--- src/rtl/freq_meter_pkg.sv ---
// freq_meter_pkg
// Shared definitions for the frequency-meter control blocks:
//   state_e    - gate-window sequencer states
//   gate_len   - gate length for a given range, clamped to at least one cycle
//   cnt_width  - bit width needed to hold a count value (never below 1)
package freq_meter_pkg;

  typedef enum logic [2:0] {
    ST_IDLE,
    ST_CLEAR,
    ST_GATE,
    ST_LATCH,
    ST_HOLD
  } state_e;

  // Range k gate = gate_cycles / range_div^k, floored by repeated integer
  // division, then clamped to 1 so the fastest ranges still open a window.
  function automatic int unsigned gate_len(input int unsigned rng,
                                           input int unsigned gate_cycles,
                                           input int unsigned range_div);
    int unsigned g;
    g = gate_cycles;
    for (int unsigned i = 0; i < rng; i++) begin
      if (range_div != 0) g = g / range_div;
    end
    if (g < 1) g = 1;
    return g;
  endfunction

  function automatic int unsigned cnt_width(input int unsigned max_val);
    if (max_val == 0) return 1;
    return $clog2(max_val + 1);
  endfunction

endpackage

--- src/rtl/freq_gate_ctrl.sv ---
// freq_gate_ctrl
// Gate-window sequencer for the frequency meter: CLEAR -> GATE -> LATCH ->
// (HOLD) -> IDLE or rerun. Any change of testMode/modeControl aborts the
// current window and restarts from CLEAR.
//
// Ports:
//   clkControl  in   reference clock, rising edge
//   reset       in   synchronous active-high reset
//   testMode    in   range select (MODE_W bits)
//   modeControl in   measurement mode; only changes matter here
//   enable      out  counter enable, high for the gate window
//   clear       out  one-cycle counter clear
//   latch       out  one-cycle display latch strobe
//   measDone    out  one-cycle pulse coincident with latch
//   busy        out  high while in CLEAR, GATE or LATCH
//
// Build option: define FREQ_GATE_AUTO_RERUN_EN to restart measurements
// continuously after HOLD; otherwise the block parks in IDLE after one
// measurement until the next reset or input change.
module freq_gate_ctrl
  import freq_meter_pkg::*;
#(
  parameter int unsigned MODE_W      = 2,
  parameter int unsigned GATE_CYCLES = 1000000,
  parameter int unsigned RANGE_DIV   = 10,
  parameter int unsigned HOLD_CYCLES = 0
) (
  input  logic              clkControl,
  input  logic              reset,
  input  logic [MODE_W-1:0] testMode,
  input  logic              modeControl,
  output logic              enable,
  output logic              clear,
  output logic              latch,
  output logic              measDone,
  output logic              busy
);

  localparam int unsigned NUM_RANGES = 1 << MODE_W;
  // One counter times both the gate and the hold phase, so size it for the
  // larger of the two.
  localparam int unsigned CNT_MAX = (GATE_CYCLES > HOLD_CYCLES) ? GATE_CYCLES : HOLD_CYCLES;
  localparam int unsigned CNT_W   = cnt_width(CNT_MAX);
  localparam logic [CNT_W-1:0] HOLD_CNT = CNT_W'(HOLD_CYCLES);
  localparam logic [CNT_W-1:0] CNT_ONE  = CNT_W'(1);

`ifdef FREQ_GATE_AUTO_RERUN_EN
  localparam state_e POST_HOLD = ST_CLEAR;
`else
  localparam state_e POST_HOLD = ST_IDLE;
`endif

  // Constant per-range gate lengths.
  logic [CNT_W-1:0] gate_tbl [NUM_RANGES];

  genvar gi;
  generate
    for (gi = 0; gi < NUM_RANGES; gi++) begin : g_gate_tbl
      assign gate_tbl[gi] = CNT_W'(gate_len(gi, GATE_CYCLES, RANGE_DIV));
    end
  endgenerate

  state_e            state_q, state_d;
  logic [CNT_W-1:0]  cnt_q, cnt_d;
  logic [MODE_W-1:0] range_q;
  logic              mode_ctl_q;
  logic              changed;
  logic              enable_q, clear_q, latch_q, meas_done_q, busy_q;

  assign changed = (testMode != range_q) || (modeControl != mode_ctl_q);

  always_comb begin
    state_d = state_q;
    cnt_d   = cnt_q;
    unique case (state_q)
      ST_IDLE: ;
      ST_CLEAR: begin
        state_d = ST_GATE;
        cnt_d   = gate_tbl[range_q];
      end
      ST_GATE: begin
        // Counter holds the remaining gate cycles including the current one.
        if (cnt_q <= CNT_ONE) state_d = ST_LATCH;
        else                  cnt_d   = cnt_q - CNT_ONE;
      end
      ST_LATCH: begin
        if (HOLD_CYCLES > 0) begin
          state_d = ST_HOLD;
          cnt_d   = HOLD_CNT;
        end else begin
          state_d = POST_HOLD;
        end
      end
      ST_HOLD: begin
        if (cnt_q <= CNT_ONE) state_d = POST_HOLD;
        else                  cnt_d   = cnt_q - CNT_ONE;
      end
      default: state_d = ST_IDLE;
    endcase
    // A switch change restarts from every state, including CLEAR itself.
    if (changed) state_d = ST_CLEAR;
  end

  always_ff @(posedge clkControl) begin
    if (reset) begin
      state_q     <= ST_CLEAR;
      range_q     <= testMode;
      mode_ctl_q  <= modeControl;
      cnt_q       <= '0;
      enable_q    <= 1'b0;
      clear_q     <= 1'b0;
      latch_q     <= 1'b0;
      meas_done_q <= 1'b0;
      busy_q      <= 1'b0;
    end else begin
      state_q <= state_d;
      cnt_q   <= cnt_d;
      if (changed) begin
        range_q    <= testMode;
        mode_ctl_q <= modeControl;
      end
      // Outputs are the registered decode of the current state. Enable is
      // also cut on the aborting edge so an interrupted window stops at once.
      enable_q    <= (state_q == ST_GATE) && !changed;
      clear_q     <= (state_q == ST_CLEAR);
      latch_q     <= (state_q == ST_LATCH);
      meas_done_q <= (state_q == ST_LATCH);
      busy_q      <= (state_q == ST_CLEAR) || (state_q == ST_GATE) || (state_q == ST_LATCH);
    end
  end

  assign enable   = enable_q;
  assign clear    = clear_q;
  assign latch    = latch_q;
  assign measDone = meas_done_q;
  assign busy     = busy_q;

endmodule

--- config.mk ---
export PLATFORM = sky130hd
export DESIGN_NAME = freq_gate_ctrl
export DESIGN_NICKNAME = d
export VERILOG_FILES = /design/src/rtl/freq_meter_pkg.sv /design/src/rtl/freq_gate_ctrl.sv
export SDC_FILE = /design/constraint.sdc
export NUM_CORES = 1
export LEC_CHECK = 0
export ABC_AREA = 0
export BUFFER_PORTS_ARGS = -buffer_cell sky130_fd_sc_hd__buf_2
export CAP_MARGIN = 20
export CORE_UTILIZATION = 30
export DETAILED_ROUTE_END_ITERATION = 6
export GPL_ROUTABILITY_DRIVEN = 0
export HOLD_SLACK_MARGIN = 0.05
export PLACE_DENSITY = 0.52
export SETUP_SLACK_MARGIN = 0.2
export SYNTH_ARGS = -nofsm -noshare
export SYNTH_HDL_FRONTEND = slang
export SYNTH_SLANG_ARGS = --single-unit
--- constraint.sdc ---
create_clock -name clkControl -period 2.37 [get_ports clkControl]
set_input_delay 0.1185 -clock clkControl [delete_from_list [all_inputs] [get_ports clkControl]]
set_output_delay 0.1185 -clock clkControl [all_outputs]
set_load 0.01 [all_outputs]
=== Word-level counts from Yosys, hierarchy flattened ===
Index checks and enable logic that the tools add are counted.

* Register bits after elaboration: 30

* Eq/ne operators: 9
* Mux-type cells: 12
* Reduce and logical (&&, ||, !) cells: 12
* Bitwise gates (word level): 2
* Add/subtract/negate cells: 1
* Magnitude comparators: 2

{| class="wikitable"
|+ Operator list
! cell !! number
|-
| 2-to-1 mux 20 bit || 3
|-
| binary-select mux 20 bit (select 2 bit) || 1
|-
| one-hot mux 20 bit (2 select lines) || 1
|-
| less-or-equal comparator 20 x 1 -> 1 bit (second input constant) || 1
|-
| subtractor 20 x 1 -> 20 bit (second input constant) || 1
|-
| one-hot mux 3 bit (4 select lines) || 1
|-
| == test 3 x 2 -> 1 bit (second input constant) || 2
|-
| 2-to-1 mux 3 bit || 2
|-
| != test 2 bit (second input constant) || 3
|-
| 2-to-1 mux 2 bit || 2
|-
| nonzero test 2 bit || 2
|-
| OR reduction 2 bit || 2
|-
| == test 3 x 1 -> 1 bit (second input constant) || 1
|-
| == test 3 bit (second input constant) || 1
|-
| greater-or-equal comparator 3 bit (second input constant) || 1
|-
| zero test 3 bit || 1
|-
| logical OR 1 bit || 3
|-
| inverter 2 -> 3 bit || 1
|-
| AND reduction 3 bit || 1
|-
| 2-to-1 mux 1 bit || 2
|-
| != test 2 bit || 1
|-
| AND reduction 2 bit || 1
|-
| logical AND 1 bit || 1
|-
| zero test 1 bit || 1
|-
| other kinds (2) || 2
|}

=== Logic depth before layout (Yosys ltp) ===
* Depth after elaboration: 5
* Depth in mapped cells: 9
* Mapped depth without buffers: 7

=== Worst setup path before layout ===
OpenSTA, ideal clock, no wires.

* Kind: register to register
* From: reg cnt_q[2]
* To: reg cnt_q[7]
* Clock period less this slack: 2.172 ns
* Stages on the path, launching flop included: 7
* Path buffers: 1
* Arrival time: 2.077 ns
* Data required time: 2.275 ns
* Path slack: 0.198 ns
* Path through: dfxtp_1 or4_4 or4_4 buf_6 o211ai_1 xor2_1 a221oi_1

* Longest elaborated chain between the ends: 3

{| class="wikitable"
|+ RTL lines
! item !! line !! RTL
|-
| start: declaration || freq_gate_ctrl.sv:64 || <nowiki>logic [CNT_W-1:0] cnt_q, cnt_d;</nowiki>
|-
| start signal: assignment || freq_gate_ctrl.sv:117 || <nowiki>cnt_q <= cnt_d;</nowiki>
|-
| subtractor 20 x 1 -> 20 bit / less-or-equal comparator 20 x 1 -> 1 bit (equally long branches) || n/a ||
|-
| 2-to-1 mux 20 bit / != test 2 bit (equally long branches) || n/a ||
|-
| one-hot mux 20 bit (2 select lines) / AND reduction 2 bit (equally long branches) || n/a ||
|}

Several ways; a longest one is shown, not always the timed one. The select of a mux whose other input is x is not followed.
A chain may end at the register's enable or synchronous reset.

=== Worst setup path in the final report ===
* From: reg cnt_q[12]
* To: reg cnt_q[7]

* Longest elaborated chain between the ends: 3

{| class="wikitable"
|+ RTL lines
! item !! line
|-
| less-or-equal comparator 20 x 1 -> 1 bit || freq_gate_ctrl.sv:83, freq_gate_ctrl.sv:95
|-
| != test 2 bit (no line) || n/a
|-
| AND reduction 2 bit (no line) || n/a
|}

No other way between the ends.

==> impl_metrics.json <==
{
  "synth-seq-area-share_pct": 33.9,
  "drv_slew": 0,
  "synth_cell_type_count": 52,
  "core_area_um2": 5640,
  "layout-area-overhead-vs-synth_pct": 19.7,
  "vias": 1649,
  "die_h_um": 79.5,
  "ys_ff_latch": 29,
  "ios": 10,
  "wl_met1_um": 2170,
  "ys_async_sr_fraction_pct": 0,
  "irDropWorstVdd_mv": 0.298,
  "critical_path_class": "flop to flop",
  "numCtsBuffers": 5,
  "reg2reg_depth": 5,
  "cp.arrival_ns": 2.34,
  "min-delay-path-class": "primary input to flop",
  "crit_family": "simple AND/OR/NAND/NOR gates",
  "n_fill_cell": 597,
  "final_common_cell": "dfxtp_1",
  "crit_buf_inv": 0,
  "drc": 0,
  "tightestPinTransition_ns": 0.535,
  "dp_cells": 288,
  "min-delay-start": "reset",
  "first_pass_iters": 5,
  "drtIter0Drc": 96,
  "r2r_slack_ns": 0.21,
  "synthFlopType": "dfxtp_1",
  "leakage_nw": 0.849,
  "fin_skew_ns": 0.00655,
  "vias_per_cell": 5.46,
  "die_x_um": 79.5,
  "fmax_ghz": 0.463,
  "cts_tree": "yes",
  "period_share_pct": 91.2,
  "final_nets": 245,
  "finalWirelength_um": 4590,
  "cts.sinks": 29,
  "antenna_found_initial": 0,
  "wl_met3_um": 247,
  "htree_levels": 2,
  "maxCapViolCount": 0,
  "seqPwrFrac_pct": 38.0,
  "max_stage_delay_ns": 0.56,
  "dieArea_um2": 6320,
  "path_clk_slew_ns": 0.07,
  "wl_per_cell_um": 15.2,
  "internal_power_mw": 1.08,
  "swShare_pct": 28.2,
  "outcome": "completed",
  "hold_end": "busy",
  "stdcell_count": 302,
  "relSlewSlack_pct": 64.4,
  "synth-edff-count": 3,
  "cts_buffer_depth": 2,
  "final_layout_size_suffix_gt1_share_pct": 20.9,
  "rows": 27,
  "syn-num-nets": 228,
  "grt-ovfl-total": 0,
  "top_layer_used": "met4",
  "finalSetupViolations": 0,
  "path_max_fanout": 6,
  "post-place-ws_ns": 0.144,
  "hold_depth": 2,
  "syn_area_um2": 1800,
  "setup_slack_ns": 0.208,
  "ys_warn_count": 0,
  "cp.required_ns": 2.55,
  "start_kind": "flop",
  "layout_common_cells": "dfxtp_1, nor2_1, nand2_1",
  "crit_chain": "or4_4 -> or4_4 -> o211ai_1 -> xor2_1 -> a221oi_1",
  "antenna_cells": 0,
  "track_usage_pct": 15.5,
  "numPortBuffers": 9,
  "hpwl_um": 3230,
  "initial_core_util_pct": 31.9,
  "endpoint_kind": "flop",
  "final_util_pct": 38.2,
  "cp_common_cell": "or4_4",
  "grt_pass1_vias": 1562,
  "r2r-end": "cnt_q[7]",
  "rsz0062_at_grt": "yes",
  "root_buffer": "clkbuf_8",
  "grt_pass1_wl_um": 7590,
  "grt_start_max_net_pins": 27,
  "avgSynthCellArea_um2": 8.49,
  "fin_tns_setup_ns": 0,
  "met2WireLength_um": 2130,
  "critPathSlowestCell": "or4_4",
  "r2r-start": "cnt_q[12]",
  "insertion_delay_ns": 0.28,
  "synth_cells": 212,
  "netSwitchingPower_mw": 0.425,
  "combPwrFrac_pct": 21.1,
  "pwr-share-clk_pct": 40.8,
  "hold_viol_final": 0,
  "ant_nets": 0,
  "min_period_ns": 2.16,
  "p_per_area_nw_per_um2": 700
}
power by group through the flow:
stage	combinational, mW	clock, mW	sequential, mW
detailed placement	0.291	0	0.581
CTS	0.303	0.633	0.571
global placement	0.297	0	0.581
global route	0.355	0.650	0.579
floorplan	0.226	0	0.570
finish	0.319	0.616	0.574
synthesized netlist by cell type, drive strengths merged, types with 4 or more instances:
master,n,share of area [%]
nand3,4,1.1
a21oi,10,2.8
o21ai,8,2.2
xor2,6,2.9
nand4,6,2.1
nand2,15,3.1
nor4,4,2.2
or2,4,1.4
a211oi,7,3.2
inv,9,1.9
nor3,9,2.5
ha,11,7.6
o211ai,4,1.7
xnor2,5,2.4
dfxtp,26,29
nor2,19,4.0
clkbuf,11,2.3
state kept, by name, summed over array words and instances, names as in the netlist:
name	flops
range_q	2
measDone	1
mode_ctl_q	1
state_q	2
cnt_q	20
busy	1
clear	1
enable	1
worst max-delay path by stage:
stage	start	end	slack, ns	depth (start not counted)
after global placement	cnt_q[9]	cnt_q[14]	0.19	5
after floorplan	cnt_q[2]	cnt_q[7]	0.21	6
after detailed placement	cnt_q[2]	cnt_q[7]	0.14	5
after global routing	cnt_q[3]	cnt_q[17]	0.08	6
after CTS	cnt_q[0]	cnt_q[14]	0.21	7
final	cnt_q[12]	cnt_q[7]	0.21	5
final cells by class:
type	count	area (um2)	area share (%)
inverters	9	33.8	1.57
clock inverters	3	65.1	3.02
flip-flops and latches	29	617	28.6
repair buffers	24	165	7.66
multi-input cells	160	1120	51.8
clock buffers	5	68.8	3.19
well taps	72	90.1	4.18
cells by family after synthesis:
group | Yosys count | synth area share [%]
AO/OA/AOI/OAI | 55 | 21.7
buffers and inverters | 23 | 5.49
AND/OR/NAND/NOR | 80 | 24.3
flip-flops | 29 | 33.9
multiplexers | 3 | 1.67
adder cells (fa/ha/maj) | 11 | 7.64
XOR/XNOR | 11 | 5.35
through the flow:
step	hold slack (ns)	instance area, um2	total power, mW
CTS	0.280	2120	1.51
global placement	0.322	1940	0.877
global route	0.298	2160	1.58
detailed placement	0.324	1940	0.872
finish	0.305	2160	1.51
floorplan	0.217	1800	0.796
routing by layer:
metal  GRT usage, %  up-vias
met5              0        -
met4           5.64        0
met3           3.09        6
met2           25.2       48
met1           20.2      782
li1               -      813
timing repair:
item,4_1_cts,5_1_grt
endpoints found under the hold margin,3,0
setup endpoints to repair,4,14
hold buffers,3,0
buffers inserted,1,2
pin swaps,4,5
gates resized for setup,3,8
Power figures use the tool's default switching activity.
